--- src/rtl/fe_window_fetch.sv ---
// Front-end fetch stage: raster-scans the image and gathers a zero-padded 3x3
// neighbourhood per centre pixel from 1-cycle-latency memory, emitting one packed window per pixel.
module fe_window_fetch #(
   parameter int ROWS = 64,
   parameter int COLS = 64,
   parameter int AW   = 6,
   parameter int DW   = 8
) (
   input  logic            Clock,
   input  logic            Resetn,
   input  logic            Start,
   output logic            Rd_En,
   output logic [AW-1:0]   Rd_row,
   output logic [AW-1:0]   Rd_col,
   input  logic [DW-1:0]   Rd_Data,
   output logic            FE_Valid,
   output logic [AW-1:0]   FE_row,
   output logic [AW-1:0]   FE_col,
   output logic [9*DW-1:0] WIN,
   output logic            Busy,
   output logic            Done
);

   typedef enum logic [2:0] {IDLE, FETCH, LAST, EMIT, DONE} state_t;

   localparam logic [AW-1:0] ROW_END = AW'(ROWS - 1);
   localparam logic [AW-1:0] COL_END = AW'(COLS - 1);

   state_t                state_reg, state_next;
   logic [3:0]            k_reg, k_next;
   logic [AW-1:0]         row_reg, row_next;
   logic [AW-1:0]         col_reg, col_next;
   logic                  pad_issue_reg, pad_reg, cap_reg;
   logic [3:0]            kd_reg;
   logic [DW-1:0]         shadow_reg [0:7];
   logic [DW-1:0]         tap_data;
   logic [9*DW-1:0]       win_next;
   logic signed [AW+1:0]  dr, dc, tap_row, tap_col;
   logic                  tap_ok;

   always_comb begin
      state_next = state_reg;
      k_next     = k_reg;
      row_next   = row_reg;
      col_next   = col_reg;
      case (state_reg)
         IDLE: begin
            if (Start) begin
               state_next = FETCH;
               k_next     = '0;
               row_next   = '0;
               col_next   = '0;
            end
         end
         FETCH: begin
            if (k_reg == 4'd8) state_next = LAST;
            else               k_next     = k_reg + 4'd1;
         end
         LAST: state_next = EMIT;
         EMIT: begin
            k_next = '0;
            if (row_reg == ROW_END && col_reg == COL_END) begin
               state_next = DONE;
            end else begin
               state_next = FETCH;
               if (col_reg == COL_END) begin
                  col_next = '0;
                  row_next = row_reg + 1'b1;
               end else begin
                  col_next = col_reg + 1'b1;
               end
            end
         end
         DONE:    state_next = IDLE;
         default: state_next = IDLE;
      endcase
   end

   // Tap address for the tap about to be presented; two extra bits keep r-1 / r+1 from wrapping.
   always_comb begin
      case (k_next)
         4'd0, 4'd1, 4'd2: dr = '1;
         4'd3, 4'd4, 4'd5: dr = '0;
         default:          dr = (AW+2)'(1);
      endcase
      case (k_next)
         4'd0, 4'd3, 4'd6: dc = '1;
         4'd1, 4'd4, 4'd7: dc = '0;
         default:          dc = (AW+2)'(1);
      endcase
      tap_row = $signed({2'b00, row_next}) + dr;
      tap_col = $signed({2'b00, col_next}) + dc;
      tap_ok  = !tap_row[AW+1] && (tap_row < $signed((AW+2)'(ROWS))) &&
                !tap_col[AW+1] && (tap_col < $signed((AW+2)'(COLS)));
   end

   assign tap_data = pad_reg ? '0 : Rd_Data;

   generate
      for (genvar gi = 0; gi < 8; gi++) begin : g_pack
         assign win_next[DW*gi +: DW] = shadow_reg[gi];
      end
   endgenerate
   assign win_next[DW*8 +: DW] = tap_data;

   always_ff @(posedge Clock or negedge Resetn) begin
      if (!Resetn) begin
         state_reg     <= IDLE;
         k_reg         <= '0;
         row_reg       <= '0;
         col_reg       <= '0;
         pad_issue_reg <= 1'b0;
         pad_reg       <= 1'b0;
         cap_reg       <= 1'b0;
         kd_reg        <= '0;
         for (int i = 0; i < 8; i++) shadow_reg[i] <= '0;
         Rd_En         <= 1'b0;
         Rd_row        <= '0;
         Rd_col        <= '0;
         FE_Valid      <= 1'b0;
         FE_row        <= '0;
         FE_col        <= '0;
         WIN           <= '0;
         Busy          <= 1'b0;
         Done          <= 1'b0;
      end else begin
         state_reg     <= state_next;
         k_reg         <= k_next;
         row_reg       <= row_next;
         col_reg       <= col_next;
         pad_issue_reg <= !tap_ok;
         // Capture bookkeeping trails the issue cycle by one to match memory latency.
         pad_reg       <= pad_issue_reg;
         cap_reg       <= (state_reg == FETCH);
         kd_reg        <= k_reg;
         if (cap_reg && kd_reg != 4'd8) shadow_reg[kd_reg[2:0]] <= tap_data;
         Rd_En         <= (state_next == FETCH) && tap_ok;
         Rd_row        <= ((state_next == FETCH) && tap_ok) ? tap_row[AW-1:0] : '0;
         Rd_col        <= ((state_next == FETCH) && tap_ok) ? tap_col[AW-1:0] : '0;
         if (state_reg == LAST) begin
            WIN    <= win_next;
            FE_row <= row_reg;
            FE_col <= col_reg;
         end
         FE_Valid      <= (state_next == EMIT);
         Busy          <= (state_next == FETCH) || (state_next == LAST) || (state_next == EMIT);
         Done          <= (state_next == DONE);
      end
   end

endmodule
--- config.mk ---
export PLATFORM = sky130hd
export DESIGN_NAME = fe_window_fetch
export DESIGN_NICKNAME = d
export VERILOG_FILES = /design/src/rtl/fe_window_fetch.sv
export SDC_FILE = /design/constraint.sdc
export NUM_CORES = 1
export LEC_CHECK = 0
export ABC_AREA = 1
export CORE_ASPECT_RATIO = 0.7
export CORE_MARGIN = 1
export CORE_UTILIZATION = 35
export CTS_CLUSTER_SIZE = 30
export DETAILED_ROUTE_END_ITERATION = 7
export PLACE_DENSITY_LB_ADDON = 0.25
export SLEW_MARGIN = 30
export SYNTH_ARGS = -nofsm -noshare
export SYNTH_HDL_FRONTEND = slang
export SYNTH_SLANG_ARGS = --single-unit
--- constraint.sdc ---
create_clock -name Clock -period 3.4 [get_ports Clock]
set_input_delay 0.68 -clock Clock [delete_from_list [all_inputs] [get_ports Clock]]
set_output_delay 0.68 -clock Clock [all_outputs]
set_load 0.05 [all_outputs]
# Word level (Yosys, flattened, before mapping)
# Index checks and enable logic that the tools add are counted.
dict set report totals {
  register_bits 190
  out_inout_bits 100
  wordCells 94
}
dict set report classes {
  n_reduce_logical 18
  add_sub_neg 5
  n_lt_le_gt_ge 4
  mux 23
  n_bitwise 1
  n_eq_ne 18
}
# cell n
set op_table {}
lappend op_table {{$bwmux W64} 1}
lappend op_table {{$mux W6} 8}
lappend op_table {{$pmux W8 S2} 2}
lappend op_table {{$demux W8 S3} 1}
lappend op_table {{$pmux W6 S2} 2}
lappend op_table {{$add A7 B8 Y8} 2}
lappend op_table {{$eq A4 B3 Y1 const B} 4}
lappend op_table {{$lt A8 B8 Y1 const B} 2}
lappend op_table {{$mux W8} 2}
lappend op_table {{$add A6 B1 Y6 const B} 2}
lappend op_table {{$eq A3 B2 Y1 const B} 4}
lappend op_table {{$eq A6 B6 Y1 const B} 2}
lappend op_table {{$pmux W3 S4} 1}
lappend op_table {{$pmux W4 S3} 1}
lappend op_table {{$reduce_or A3 Y1} 4}
lappend op_table {{$mux W3} 3}
lappend op_table {{$eq A4 B2 Y1 const B} 2}
lappend op_table {{$mux W4} 2}
lappend op_table {{$logic_and A1 B1 Y1} 7}
lappend op_table {{$eq A3 B1 Y1 const B} 2}
lappend op_table {{$add A4 B1 Y4 const B} 1}
lappend op_table {{$eq A4 B1 Y1 const B} 1}
lappend op_table {{$eq A4 B4 Y1 const B} 1}
lappend op_table {{$ge A4 B4 Y1 const B} 1}
lappend op_table {{other kinds (8)} 11}

# Logic depth before layout (Yosys ltp)
dict set report depth {
  ltp_word 13
  depth_mapped 24
  ltp_nobuf 23
}

# Least setup slack after synthesis
# OpenSTA, ideal clock, no wires.
dict set report synth_timing {
  path_type {input-to-reg}
  start {in Start}
  end {reg Rd_col[3]}
  arrival_ns 3.245
  required_ns 3.276
  stages 21
  path_slack_ns 0.030
  setup_ns 0.124
  n_path_buf 1
  path_cell_list {inv_1 nand3_2 nand2_2 inv_1 nand2_2 nand2_1 inv_2 nor2_1 nor2_1 a22oi_1 ha_1 fa_1 a31oi_1 nor2_1 o21ai_0 nor2_1 o21ai_0 o31ai_4 nand4_4 buf_12 nor2_4}
}
dict set report synth_between {
  elab_chain_cells 12
}
# item line
set synth_lines {}
lappend synth_lines {{start: declaration} 11} ;# input logic Start,
lappend synth_lines {{$mux W4 *} 48} ;# if (Start) begin
lappend synth_lines {{$pmux W4 S3 *} 46} ;# case (state_reg)
lappend synth_lines {{net k_next[0]} 30} ;# logic [3:0] k_reg, k_next;
lappend synth_lines {{$eq A4 B3 Y1 (tied with other cells)} {81, 86}}
lappend synth_lines {{$reduce_or A3 Y1} 81} ;# case (k_next)
lappend synth_lines {{$pmux W8 S2} 81}
lappend synth_lines {{$add A7 B8 Y8} 91} ;# tap_row = $signed({2'b00, row_next}) + dr;
lappend synth_lines {{$lt A8 B8 Y1 / $logic_not A1 Y1 (equally long branches)} 93} ;# tap_ok = !tap_row[AW+1] && (tap_row < $signed((AW+2)'(ROWS))) &&
lappend synth_lines {{$logic_and A1 B1 Y1 (2 in series)} 93}
lappend synth_lines {{$logic_and A1 B1 Y1} 94} ;# !tap_col[AW+1] && (tap_col < $signed((AW+2)'(COLS)));
lappend synth_lines {{$logic_and A1 B1 Y1} 139} ;# Rd_col <= ((state_next == FETCH) && tap_ok) ? tap_col[AW-1:0] : '0;
lappend synth_lines {{$mux W6 *} 139}
lappend synth_lines {{end signal: assignment} 139}
lappend synth_lines {{end: declaration} 14} ;# output logic [AW-1:0] Rd_col,
# The timed path passes the listed nets; every way through them passes the cells marked *.
# A chain may end at the register's enable or synchronous reset.

# Final worst setup path
dict set report layout_timing {
  start {reg k_reg[0]}
  end {reg Rd_row[0]}
}
dict set report layout_between {
  elab_chain_cells 13
}
# item line
set layout_lines {}
lappend layout_lines {{start: declaration} 30}
lappend layout_lines {{start signal: assignment} 128} ;# k_reg <= k_next;
lappend layout_lines {{$add A4 B1 Y4 / $eq A4 B4 Y1 (equally long branches)} {57, 56}}
lappend layout_lines {{$mux W4} 56} ;# if (k_reg == 4'd8) state_next = LAST;
lappend layout_lines {{$pmux W4 S3} 46}
lappend layout_lines {{$eq A4 B3 Y1 (tied with other cells)} {81, 86}}
lappend layout_lines {{$reduce_or A3 Y1} 81}
lappend layout_lines {{$pmux W8 S2} 81}
lappend layout_lines {{$add A7 B8 Y8} 91}
lappend layout_lines {{$lt A8 B8 Y1 / $logic_not A1 Y1 (equally long branches)} 93}
lappend layout_lines {{$logic_and A1 B1 Y1 (2 in series)} 93}
lappend layout_lines {{$logic_and A1 B1 Y1} 94}
lappend layout_lines {{$logic_and A1 B1 Y1} 138} ;# Rd_row <= ((state_next == FETCH) && tap_ok) ? tap_row[AW-1:0] : '0;
lappend layout_lines {{$mux W6 *} 138}
lappend layout_lines {{end signal: assignment} 138}
lappend layout_lines {{end: declaration} 13} ;# output logic [AW-1:0] Rd_row,
# Mark *: on every way between the ends. The rest lies on a longest branch, timed or not.

==> reports/summary.txt <==
Vias in the first global route = 6,030
Initial antenna violation count = 0
Register bit total from synthesis = 190
Buffer and inverter count on the worst path = 4
FILL cells = 2,150
Sum Neg Setup Slack = 0 ps
Combinational share of power = 6.3%
Core area = 22,600 sq um
Clk sink count = 190
NetSw = 1220 uW
Starting Density = 35.7%
Sw Ratio = 26.1%
Multi-input logic area = 3170 sq um
Clk_skew = 14.8 ps
DRT antenna net count = 0
Slew of the pin with the lowest slew margin = 743 ps
Worst-path cell chain = buf_4, ha_1, xor2_1, nand3_1, a21oi_2, nand2_2, nand2_4, ha_4, buf_4, buf_4, a31oi_4, nor2_1, o21ai_2, nand2_2, o31ai_4, nand4_4, buf_12, nor2_1
Startpoint Class = register
Kind of end point of the critical path = register
Grt ovf = 0
Finished Core Util = 47.6%
Top cell type's share of synthesized area = 58.9%
RR Endpoint = Rd_row[0]
Most frequent cells in the layout = nand2_1, dfrtp_1, clkdlybuf4s50_1, o21ai_0, buf_4
Final Hold Fails = 0
Synth Warn # = 0
Clock network fraction of design power = 43.4%
Register area = 4760 sq um
Largest area contributor in the netlist = dfrtp_1
Highest clock rate = 0.309 GHz
Leakage = 0.00529 uW
Slew Limit Fails = 0
Post-synthesis cell type count = 37
Final non-filler cell total = 1,375
Fin crit period = 3240 ps
FF-to-FF path depth = 18
Final period util = 95.3%
Final #Nets = 1,077
Slowest cell on the critical path = dfrtp_1
Syn_nets = 912
Seq/Total Area, Yosys = 58.9%
Inserted Clock Buffers = 17
Post-place setup slack = -609 ps
Clock root buffer = clkbuf_16
Post-detail-place hpwl = 14,000 um
Crit path max-delay family = compound AO/OA/AOI/OAI gates
Die W = 183 um
Avg Cell Area, Syn = 9.11 sq um
Largest net degree at the start of global routing = 86
Share of cells above drive strength 1 = 18.3%
Crit-path max FO = 6
Vias = 6,325
Status = completed
CTS tree = yes
Crit-path max cell delay = 390 ps
R2r startpoint = k_reg[0]
CTS Hold Bufs = 0
Max_slew headroom = 50.5%
Critical path depth = 18
# diodes = 0
Worst-Skew Late Latency = 440 ps
Clock H-tree levels = 4
Seq pwr share = 50.3%
Num ports = 111
R2R setup slack = 160 ps
Via density = 4.60
# setup viols final = 0
WL per Instance = 15.0 um
Setup crit end = Rd_row[0]
DR DRC count = 0
Iter 0 DRT Violations = 451
Maximum vdd ir drop = 0.354 mV
RePlAce Congestion = 0.913
I/O Buffers = 110
Cell Pwr Density = 434 nW/um^2
GRT Util Overall = 18.1%
Max-Cap Viols = 0
Worst path arrival time = 3600 ps
Top cells by area, synth = dfrtp_1, nand2_1, o21ai_0, inv_1, ha_1
Final worst setup slack = 161 ps
Critical Path Most Common Cell = buf_4
First-pass GRT wire length = 33,000 um
Cells after synthesis = 886
Worst-path clk slew = 80 ps
Hold Crit Class = in2async
Syn-to-layout area delta = 33.4%
Clk buf depth = 2
Worst setup path startpoint = k_reg[0]
Placed cell count = 1,337
Max reg flops = 72
Final WL = 20,600 um
Site Rows = 46
First-pass DRT Iterations = 5
Worst EP required = 3770 ps
Synthesized area = 8070 sq um
Final hold slack = 267 ps
Leading cell type in the layout, fill and taps excluded = nand2_1
Critical path class = reg2reg
DIE HEIGHT = 129 um
Die area = 23,700 sq um
Cell Int Power = 3450 uW
[cells by family after synthesis]
kind of cell,synth area share (%)
buffers and inverters,4.40
adder cells (fa/ha/maj),2.42
AND/OR/NAND/NOR,25.9
AO/OA/AOI/OAI,7.21
flip-flops,58.9
XOR/XNOR,1.09
[per-layer routing]
| metal | share of wire (%) | track usage [%] | vias to the layer above |
|---|---|---|---|
| met2 | 43 | 25.7 | 126 |
| met4 | 1.1 | 5.00 | 0 |
| met5 | 0 | 0 | - |
| li1 | - | - | 3137 |
| met1 | 53 | 28.4 | 3046 |
| met3 | 3.6 | 2.87 | 16 |
[stage by stage]
stage,total power (uW),instance area [sq um]
after global routing,4830,10800
after detailed placement,2690,9910
after global placement,2690,9910
final,4680,10800
after CTS,4720,10500
after floorplan,2540,8070
[how the worst min path moves through the flow]
stage | startpoint | end | slack (ps) | cells after the start
2_1_floorplan | pad_issue_reg | pad_reg | 330 | 0
3_3_place_gp | pad_issue_reg | pad_reg | 400 | 0
3_5_place_dp | pad_issue_reg | pad_reg | 390 | 0
4_1_cts | Resetn | WIN[28] | 310 | 1
5_1_grt | Resetn | WIN[31] | 320 | 1
6_report | Resetn | WIN[31] | 270 | 1
[layout make-up]
cell class | count | share of cell area [%]
inverters | 59 | 2.13
clock buffers | 17 | 3.95
well taps | 312 | 3.63
multi-input cells | 609 | 29.4
repair buffers | 174 | 15.1
clock inverters | 14 | 1.58
flip-flops and latches | 190 | 44.2
[synth_stat cells]
library cell and number:
a21oi_1 7, a22oi_1 1, a31oi_1 1, a32o_1 1, and3_2 1, buf_1 7, buf_12 1, buf_6 1
clkbuf_1 19, dfrtp_1 190, fa_1 1, ha_1 14, inv_1 50, inv_2 8, inv_6 1, nand2_1 367
nand2_2 20, nand2_4 3, nand3_1 23, nand3_2 8, nand3_4 1, nand4_1 7, nand4_4 1, nor2_1 27
nor2_2 2, nor2_4 13, nor3_1 1, nor4_1 1, o211ai_1 1, o21ai_0 92, o21ai_1 1, o221ai_1 1
o22ai_1 2, o31ai_1 1, o31ai_4 1, xnor2_1 2, xor2_1 8
[timing repair]
action	4_1_cts	5_1_grt
pin swaps	2	19
endpoints found under the setup margin	13	14
buffers inserted	1	6
resized for setup	8	49
[power groups by stage]
| stage | Sequential, uW | Combinational, uW | Clock, uW |
|---|---|---|---|
| 2_1_floorplan | 2490 | 48.6 | 0 |
| 3_3_place_gp | 2390 | 297 | 0 |
| 3_5_place_dp | 2390 | 300 | 0 |
| 4_1_cts | 2350 | 301 | 2070 |
| 5_1_grt | 2360 | 320 | 2150 |
| 6_report | 2350 | 294 | 2030 |
No activity file was read; power rests on OpenSTA's default activity.
